===== src/rtl/baccarat_deal_ctrl_if.sv =====
// Handshake bundle between the baccarat deal controller and the card datapath.
// The controller takes the slave view; the datapath/stimulus side takes the master view.
interface baccarat_deal_ctrl_if;
    logic       start;
    logic [3:0] pscore;
    logic [3:0] dscore;
    logic [3:0] pcard3;
    logic       load_pcard1, load_pcard2, load_pcard3;
    logic       load_dcard1, load_dcard2, load_dcard3;
    logic       player_win_light, dealer_win_light;
    logic       busy;
    logic       done;

    modport master (
        output start, pscore, dscore, pcard3,
        input  load_pcard1, load_pcard2, load_pcard3,
        input  load_dcard1, load_dcard2, load_dcard3,
        input  player_win_light, dealer_win_light, busy, done
    );

    modport slave (
        input  start, pscore, dscore, pcard3,
        output load_pcard1, load_pcard2, load_pcard3,
        output load_dcard1, load_dcard2, load_dcard3,
        output player_win_light, dealer_win_light, busy, done
    );
endinterface


===== src/rtl/baccarat_deal_ctrl.sv =====
// Baccarat round sequencer: deals four cards, applies the third-card tableau,
// lights the winner for HOLD_CYCLES slowclock cycles and pulses done.
module baccarat_deal_ctrl #(
    parameter int HOLD_CYCLES = 8
) (
    input  logic               slowclock,
    input  logic               resetb,
    baccarat_deal_ctrl_if.slave bus
);

    typedef enum logic [3:0] {
        IDLE, P1, D1, P2, D2, SETTLE, CHECK, P3, P3_SETTLE,
        DDECIDE, D3, D3_SETTLE, RESULT, HOLD
    } state_t;

    state_t     state;
    logic [7:0] cnt;
    logic [3:0] ps_q, ds_q;
    logic       from_d3;
    logic [3:0] res_ps, res_ds;

    // Banker tableau once the player has taken a third card.
    function automatic logic dealer_draws(input logic [3:0] ds, input logic [3:0] pc3);
        case (ds)
            4'd0, 4'd1, 4'd2: dealer_draws = 1'b1;
            4'd3:             dealer_draws = (pc3 != 4'd8);
            4'd4:             dealer_draws = (pc3 >= 4'd2) && (pc3 <= 4'd7);
            4'd5:             dealer_draws = (pc3 >= 4'd4) && (pc3 <= 4'd7);
            4'd6:             dealer_draws = (pc3 >= 4'd6) && (pc3 <= 4'd7);
            default:          dealer_draws = 1'b0;
        endcase
    endfunction

    // Scores are only valid right after a settle cycle; RESULT following D3_SETTLE
    // is such a cycle, otherwise it uses the copy taken in CHECK/DDECIDE.
    always_comb begin
        res_ps = from_d3 ? bus.pscore : ps_q;
        res_ds = from_d3 ? bus.dscore : ds_q;
    end

    always_ff @(posedge slowclock or negedge resetb) begin
        if (!resetb) begin
            state                <= IDLE;
            cnt                  <= '0;
            ps_q                 <= '0;
            ds_q                 <= '0;
            from_d3              <= 1'b0;
            bus.load_pcard1      <= 1'b0;
            bus.load_pcard2      <= 1'b0;
            bus.load_pcard3      <= 1'b0;
            bus.load_dcard1      <= 1'b0;
            bus.load_dcard2      <= 1'b0;
            bus.load_dcard3      <= 1'b0;
            bus.player_win_light <= 1'b0;
            bus.dealer_win_light <= 1'b0;
            bus.busy             <= 1'b0;
            bus.done             <= 1'b0;
        end else begin
            bus.load_pcard1 <= 1'b0;
            bus.load_pcard2 <= 1'b0;
            bus.load_pcard3 <= 1'b0;
            bus.load_dcard1 <= 1'b0;
            bus.load_dcard2 <= 1'b0;
            bus.load_dcard3 <= 1'b0;
            bus.done        <= 1'b0;
            case (state)
                IDLE: begin
                    if (bus.start) begin
                        state           <= P1;
                        bus.load_pcard1 <= 1'b1;
                        bus.busy        <= 1'b1;
                        from_d3         <= 1'b0;
                    end
                end
                P1: begin
                    state           <= D1;
                    bus.load_dcard1 <= 1'b1;
                end
                D1: begin
                    state           <= P2;
                    bus.load_pcard2 <= 1'b1;
                end
                P2: begin
                    state           <= D2;
                    bus.load_dcard2 <= 1'b1;
                end
                D2:     state <= SETTLE;
                SETTLE: state <= CHECK;
                CHECK: begin
                    ps_q <= bus.pscore;
                    ds_q <= bus.dscore;
                    if (bus.pscore >= 4'd8 || bus.dscore >= 4'd8) begin
                        state <= RESULT;
                    end else if (bus.pscore <= 4'd5) begin
                        state           <= P3;
                        bus.load_pcard3 <= 1'b1;
                    end else if (bus.dscore <= 4'd5) begin
                        state           <= D3;
                        bus.load_dcard3 <= 1'b1;
                    end else begin
                        state <= RESULT;
                    end
                end
                P3:        state <= P3_SETTLE;
                P3_SETTLE: state <= DDECIDE;
                DDECIDE: begin
                    ps_q <= bus.pscore;
                    ds_q <= bus.dscore;
                    if (dealer_draws(bus.dscore, bus.pcard3)) begin
                        state           <= D3;
                        bus.load_dcard3 <= 1'b1;
                    end else begin
                        state <= RESULT;
                    end
                end
                D3: state <= D3_SETTLE;
                D3_SETTLE: begin
                    state   <= RESULT;
                    from_d3 <= 1'b1;
                end
                RESULT: begin
                    bus.player_win_light <= (res_ps >= res_ds);
                    bus.dealer_win_light <= (res_ds >= res_ps);
                    cnt                  <= 8'(HOLD_CYCLES - 1);
                    bus.done             <= (HOLD_CYCLES == 1);
                    state                <= HOLD;
                end
                HOLD: begin
                    if (cnt == 8'd0) begin
                        state                <= IDLE;
                        bus.player_win_light <= 1'b0;
                        bus.dealer_win_light <= 1'b0;
                        bus.busy             <= 1'b0;
                    end else begin
                        cnt      <= cnt - 8'd1;
                        bus.done <= (cnt == 8'd1);
                    end
                end
                default: begin
                    state    <= IDLE;
                    bus.busy <= 1'b0;
                end
            endcase
        end
    end

endmodule


===== src/flat_wrapper.sv =====
// flat-port wrapper written by rule: the top's interface ports become plain ports
module baccarat_deal_ctrl_flat 
#(
    parameter int HOLD_CYCLES = 8
)
  (slowclock, resetb, bus_start, bus_pscore, bus_dscore, bus_pcard3, bus_load_pcard1, bus_load_pcard2, bus_load_pcard3, bus_load_dcard1, bus_load_dcard2, bus_load_dcard3, bus_player_win_light, bus_dealer_win_light, bus_busy, bus_done);
  baccarat_deal_ctrl_if bus_i ();
  input  logic slowclock;
  input  logic resetb;
  input wire logic [$bits(bus_i.start)-1:0] bus_start;
  input wire logic [$bits(bus_i.pscore)-1:0] bus_pscore;
  input wire logic [$bits(bus_i.dscore)-1:0] bus_dscore;
  input wire logic [$bits(bus_i.pcard3)-1:0] bus_pcard3;
  output wire logic [$bits(bus_i.load_pcard1)-1:0] bus_load_pcard1;
  output wire logic [$bits(bus_i.load_pcard2)-1:0] bus_load_pcard2;
  output wire logic [$bits(bus_i.load_pcard3)-1:0] bus_load_pcard3;
  output wire logic [$bits(bus_i.load_dcard1)-1:0] bus_load_dcard1;
  output wire logic [$bits(bus_i.load_dcard2)-1:0] bus_load_dcard2;
  output wire logic [$bits(bus_i.load_dcard3)-1:0] bus_load_dcard3;
  output wire logic [$bits(bus_i.player_win_light)-1:0] bus_player_win_light;
  output wire logic [$bits(bus_i.dealer_win_light)-1:0] bus_dealer_win_light;
  output wire logic [$bits(bus_i.busy)-1:0] bus_busy;
  output wire logic [$bits(bus_i.done)-1:0] bus_done;
  assign bus_i.start = bus_start;
  assign bus_i.pscore = bus_pscore;
  assign bus_i.dscore = bus_dscore;
  assign bus_i.pcard3 = bus_pcard3;
  assign bus_load_pcard1 = bus_i.load_pcard1;
  assign bus_load_pcard2 = bus_i.load_pcard2;
  assign bus_load_pcard3 = bus_i.load_pcard3;
  assign bus_load_dcard1 = bus_i.load_dcard1;
  assign bus_load_dcard2 = bus_i.load_dcard2;
  assign bus_load_dcard3 = bus_i.load_dcard3;
  assign bus_player_win_light = bus_i.player_win_light;
  assign bus_dealer_win_light = bus_i.dealer_win_light;
  assign bus_busy = bus_i.busy;
  assign bus_done = bus_i.done;
  baccarat_deal_ctrl #(.HOLD_CYCLES(HOLD_CYCLES)) u_core (.slowclock(slowclock), .resetb(resetb), .bus(bus_i));
endmodule

===== config.mk =====
export PLATFORM = sky130hd
export DESIGN_NAME = baccarat_deal_ctrl_flat
export DESIGN_NICKNAME = d
export VERILOG_FILES = /design/src/rtl/baccarat_deal_ctrl_if.sv /design/src/rtl/baccarat_deal_ctrl.sv /design/src/flat_wrapper.sv
export SDC_FILE = /design/constraint.sdc
export NUM_CORES = 1
export LEC_CHECK = 0
export CAP_MARGIN = 40
export CORE_MARGIN = 3
export CORE_UTILIZATION = 40
export CTS_BUF_LIST = sky130_fd_sc_hd__clkbuf_16
export DETAILED_ROUTE_END_ITERATION = 12
export REMOVE_ABC_BUFFERS = 1
export SLEW_MARGIN = 20
export SYNTH_ARGS = -nofsm -noshare
export SYNTH_HDL_FRONTEND = slang
export SYNTH_SLANG_ARGS = --single-unit

===== constraint.sdc =====
create_clock -name slowclock -period 2 [get_ports slowclock]
set_input_delay 0.4 -clock slowclock [delete_from_list [all_inputs] [get_ports slowclock]]
set_output_delay 0.4 -clock slowclock [all_outputs]
set_load 0.1 [all_outputs]

==> metrics.md <==
| Metric | Value |
|---|---|
| Run status | `complete, no violations` |
| H-Tree Depth | `2` |
| Number of global-route vias before repair | `1409` |
| Slowest-stage cell, CP | `or4_1` |
| Placer Congestion | `0.832` |
| Gr busiest metal | `met2` |
| Fmax | `0.537 GHz` |
| Final non-filler cell total | `254` |
| Detailed Routing Iterations Pass 1 | `4` |
| Initial Util | `41.9%` |
| Nets | `225` |
| Worst slew pin tran | `0.491 ns` |
| Worst r2r src | `u_core.cnt[1]` |
| DP Cell Count | `246` |
| Number of buffers created by CTS | `5` |
| Period minus WS final | `1.86 ns` |
| Met3 Usage GRT | `4.91%` |
| Power, Total | `3550 uW` |
| Core Footprint | `4060 um2` |
| Hold Path Sink | `u_core.bus.busy` |
| Max_cap viols | `0` |
| CP Cell Sequence | `inv_1, ha_1, nor3b_2, a21o_1, or4_1, mux2i_1` |
| Core Rows | `23` |
| Crit path required time | `2.16 ns` |
| Hpwl dp | `2810 um` |
| Die width | `71.2 um` |
| Fin util | `54.1%` |
| Rel. slew slack | `67.3%` |
| Worst clock skew | `0.00296 ns` |
| Asr flop ratio synth | `100%` |
| Vias per cell | `5.51` |
| Static Leak | `0.000989 uW` |
| Bufs on Longest Clock Path | `2` |
| Hold path cells | `1` |
| Power Dens Cells | `1620 nW/um2` |
| Fillers | `358` |
| Number of antenna cells inserted | `0` |
| Post-synthesis sequential area ratio | `45.6%` |
| FF+latch count, synth | `31` |
| Unique masters post-synth | `44` |
| CTS tree | `done` |
| Die Y | `71.2 um` |
| Post-Syn Instances | `165` |
| Area Growth Syn to Fin | `29.1%` |
| Die ar. | `5070 um2` |
| All-layer global routing usage | `16.6%` |
| Drt initial violations | `55` |
| Wire length of the first global-routing pass | `6520 um` |
| Setup TNS | `0 ns` |
| Reg2reg end | `u_core.cnt[7]` |
| Post-route setup slack | `0.137 ns` |
| Setup repair after global routing missed its margin | `false` |
| Detail Route Antenna Nets | `0` |
| Reg clk slew, reported paths | `0.05 ns` |
| Final WL | `3790 um` |
| Dpl ws | `-0.0377 ns` |
| Met1 usage | `20.3%` |
| Drt wl/cell | `14.9 um` |
| Setup violators final | `0` |
| Antenna violations before repair | `0` |
| Top FF cell, synth | `dfrtp_1` |
| Number of synthesized flops with an enable pin | `0` |
| Worst Setup End Kind | `flip-flop` |
| Critical Path Source Type | `flip-flop` |
| Remaining Overflow, GRT | `0` |
| Largest net degree at the start of global routing | `32` |
| Crit share post-route | `93.1%` |
| DR DRC count | `0` |
| Synth warnings | `0` |
| Maximum vdd ir drop | `0.802 mV` |
| Hold Crit Class | `flip-flop to flip-flop` |
| Clk_lat worst skew | `0.28 ns` |
| Vias | `1399` |
| Num ports | `25` |
| Max incr delay on CP | `0.52 ns` |
| Share of layout cells above drive strength 1 | `23.5%` |
| Port Buf Inserts | `24` |
| Cell Area, Synth | `1700 um2` |
| Setup slack, reg-to-reg | `0.14 ns` |
| Num Clock Sinks | `31` |
| Fin. max-slew vios | `0` |
| Final hold vios | `0` |
| Critical Path Fanout Max | `10` |
| Met2 Use GR | `26.5%` |
| Critical path arrival | `2.03 ns` |
| HP Start | `u_core.bus.busy` |
| Syn Area/Cell | `10.3 um2` |
| Worst R2R Path Depth | `6` |
| Crit path kind | `flip-flop to flip-flop` |
| CTS hold repair buffers | `0` |
| CTS root buffer | `clkbuf_16` |
[sequential cells by signal (all words and copies together) (netlist names)]
register / cells
u_core.bus.load_dcard2: 1
u_core.bus.load_pcard2: 1
u_core.ps_q: 4
u_core.bus.busy: 1
u_core.bus.load_pcard3: 1
u_core.bus.load_pcard1: 1
u_core.state: 4
u_core.ds_q: 4
u_core.bus.done: 1
u_core.cnt: 8
u_core.bus.load_dcard1: 1
u_core.bus.load_dcard3: 1
u_core.from_d3: 1
u_core.bus.player_win_light: 1
u_core.bus.dealer_win_light: 1
[area by class of cell]
| type | count | area, um2 | share of cell area (%) |
|---|---|---|---|
| Clock buffer | 5 | 125 | 5.69 |
| Clock inverter | 3 | 12.5 | 0.569 |
| Inverter | 5 | 18.8 | 0.854 |
| Multi-Input combinational cell | 121 | 875 | 39.8 |
| Sequential cell | 31 | 776 | 35.3 |
| Tap cell | 50 | 62.6 | 2.85 |
| Timing Repair Buffer | 39 | 328 | 14.9 |
[routing by layer]
metal / vias up / part of all wire, %
li1: 690 / -
met1: 661 / 44
met2: 39 / 48
met3: 9 / 5.1
met4: 0 / 2.5
met5: - / 0
[cells in the mapped netlist, types with 2 or more instances]
cell / n / area [um2]
a211o_1: 3 / 26.3
a21o_1: 3 / 22.5
a21oi_1: 9 / 45.0
a31oi_1: 4 / 25.0
and3_1: 4 / 25.0
buf_2: 3 / 15.0
clkbuf_1: 4 / 15.0
dfrtp_1: 31 / 776
ha_1: 7 / 87.6
inv_1: 5 / 18.8
mux2_2: 12 / 135
mux2i_1: 6 / 60.1
nand2_1: 8 / 30.0
nand2b_1: 7 / 43.8
nand3_1: 5 / 25.0
nor2_1: 12 / 45.0
nor3_1: 3 / 15.0
o21ai_0: 9 / 45.0
o22ai_1: 2 / 12.5
or3_1: 4 / 25.0
[power breakdown]
group          internal [uW]  switching (uW)  leakage (uW)
Clock                    449             266     0.0000762
Combinational            719            1040      0.000526
Sequential               865             206      0.000386
[cells by family (layout without fill, tap and decap cells)]
kind of cell    count (synthesis)  in the layout  share of synthesized area (%)
simple gates                   54             54                           17.7
compound gates                 41             41                           16.3
buf+inv                        13             52                           3.31
mux                            18             18                           11.5
flops                          31             31                           45.6
fa+ha+maj                       7              7                           5.15
xor+xnor                        1              1                          0.515
[critical path: cells and delay by family (launching register included)]
| kind | cells | cell delay [ns] |
|---|---|---|
| simple gates | 2 | 0.70 |
| flops | 1 | 0.35 |
| compound gates | 1 | 0.29 |
| fa+ha+maj | 1 | 0.18 |
| mux | 1 | 0.14 |
| buf+inv | 1 | 0.08 |
[layout by cell type (no fill, tap or decap), drive strengths merged, types with 2 or more instances in the layout]
cell	count
inv	7
clkbuf	5
a21oi	10
nand2b	7
nor4	2
dfrtp	31
nor3	3
a21o	3
mux2i	6
buf	25
nand4b	2
a211o	3
ha	7
and3	4
o21ai	9
clkdlybuf4s50	14
nand2	8
nand3	5
or3	4
a31oi	4
o22ai	2
mux2	12
nor2	12
[per-stage QoR]
| step | hold slack (ns) | area [um2] |
|---|---|---|
| 3_3_place_gp | 0.465 | 2050 |
| 6_report | 0.485 | 2200 |
| 2_1_floorplan | 0.104 | 1660 |
| 5_1_grt | 0.502 | 2200 |
| 3_5_place_dp | 0.478 | 2050 |
| 4_1_cts | 0.489 | 2190 |
[worst max-delay path by stage]
stage                          from                     endpoint  slack (ns)  depth (start not counted)
finish                u_core.cnt[1]                u_core.cnt[7]        0.14                          6
global route          u_core.cnt[1]                u_core.cnt[7]       0.007                          6
CTS                   u_core.cnt[1]              u_core.state[3]        0.04                          7
detailed placement    bus_pscore[3]  u_core.bus.player_win_light       -0.04                          6
global placement      bus_pscore[3]  u_core.bus.player_win_light        0.01                          6
floorplan           u_core.state[2]                u_core.cnt[7]        0.21                          4
[timing repair]
action	CTS	global route
setup buffers	0	0
endpoints found under the setup margin	0	9
gates resized for setup	0	1
Power figures use the tool's default switching activity.
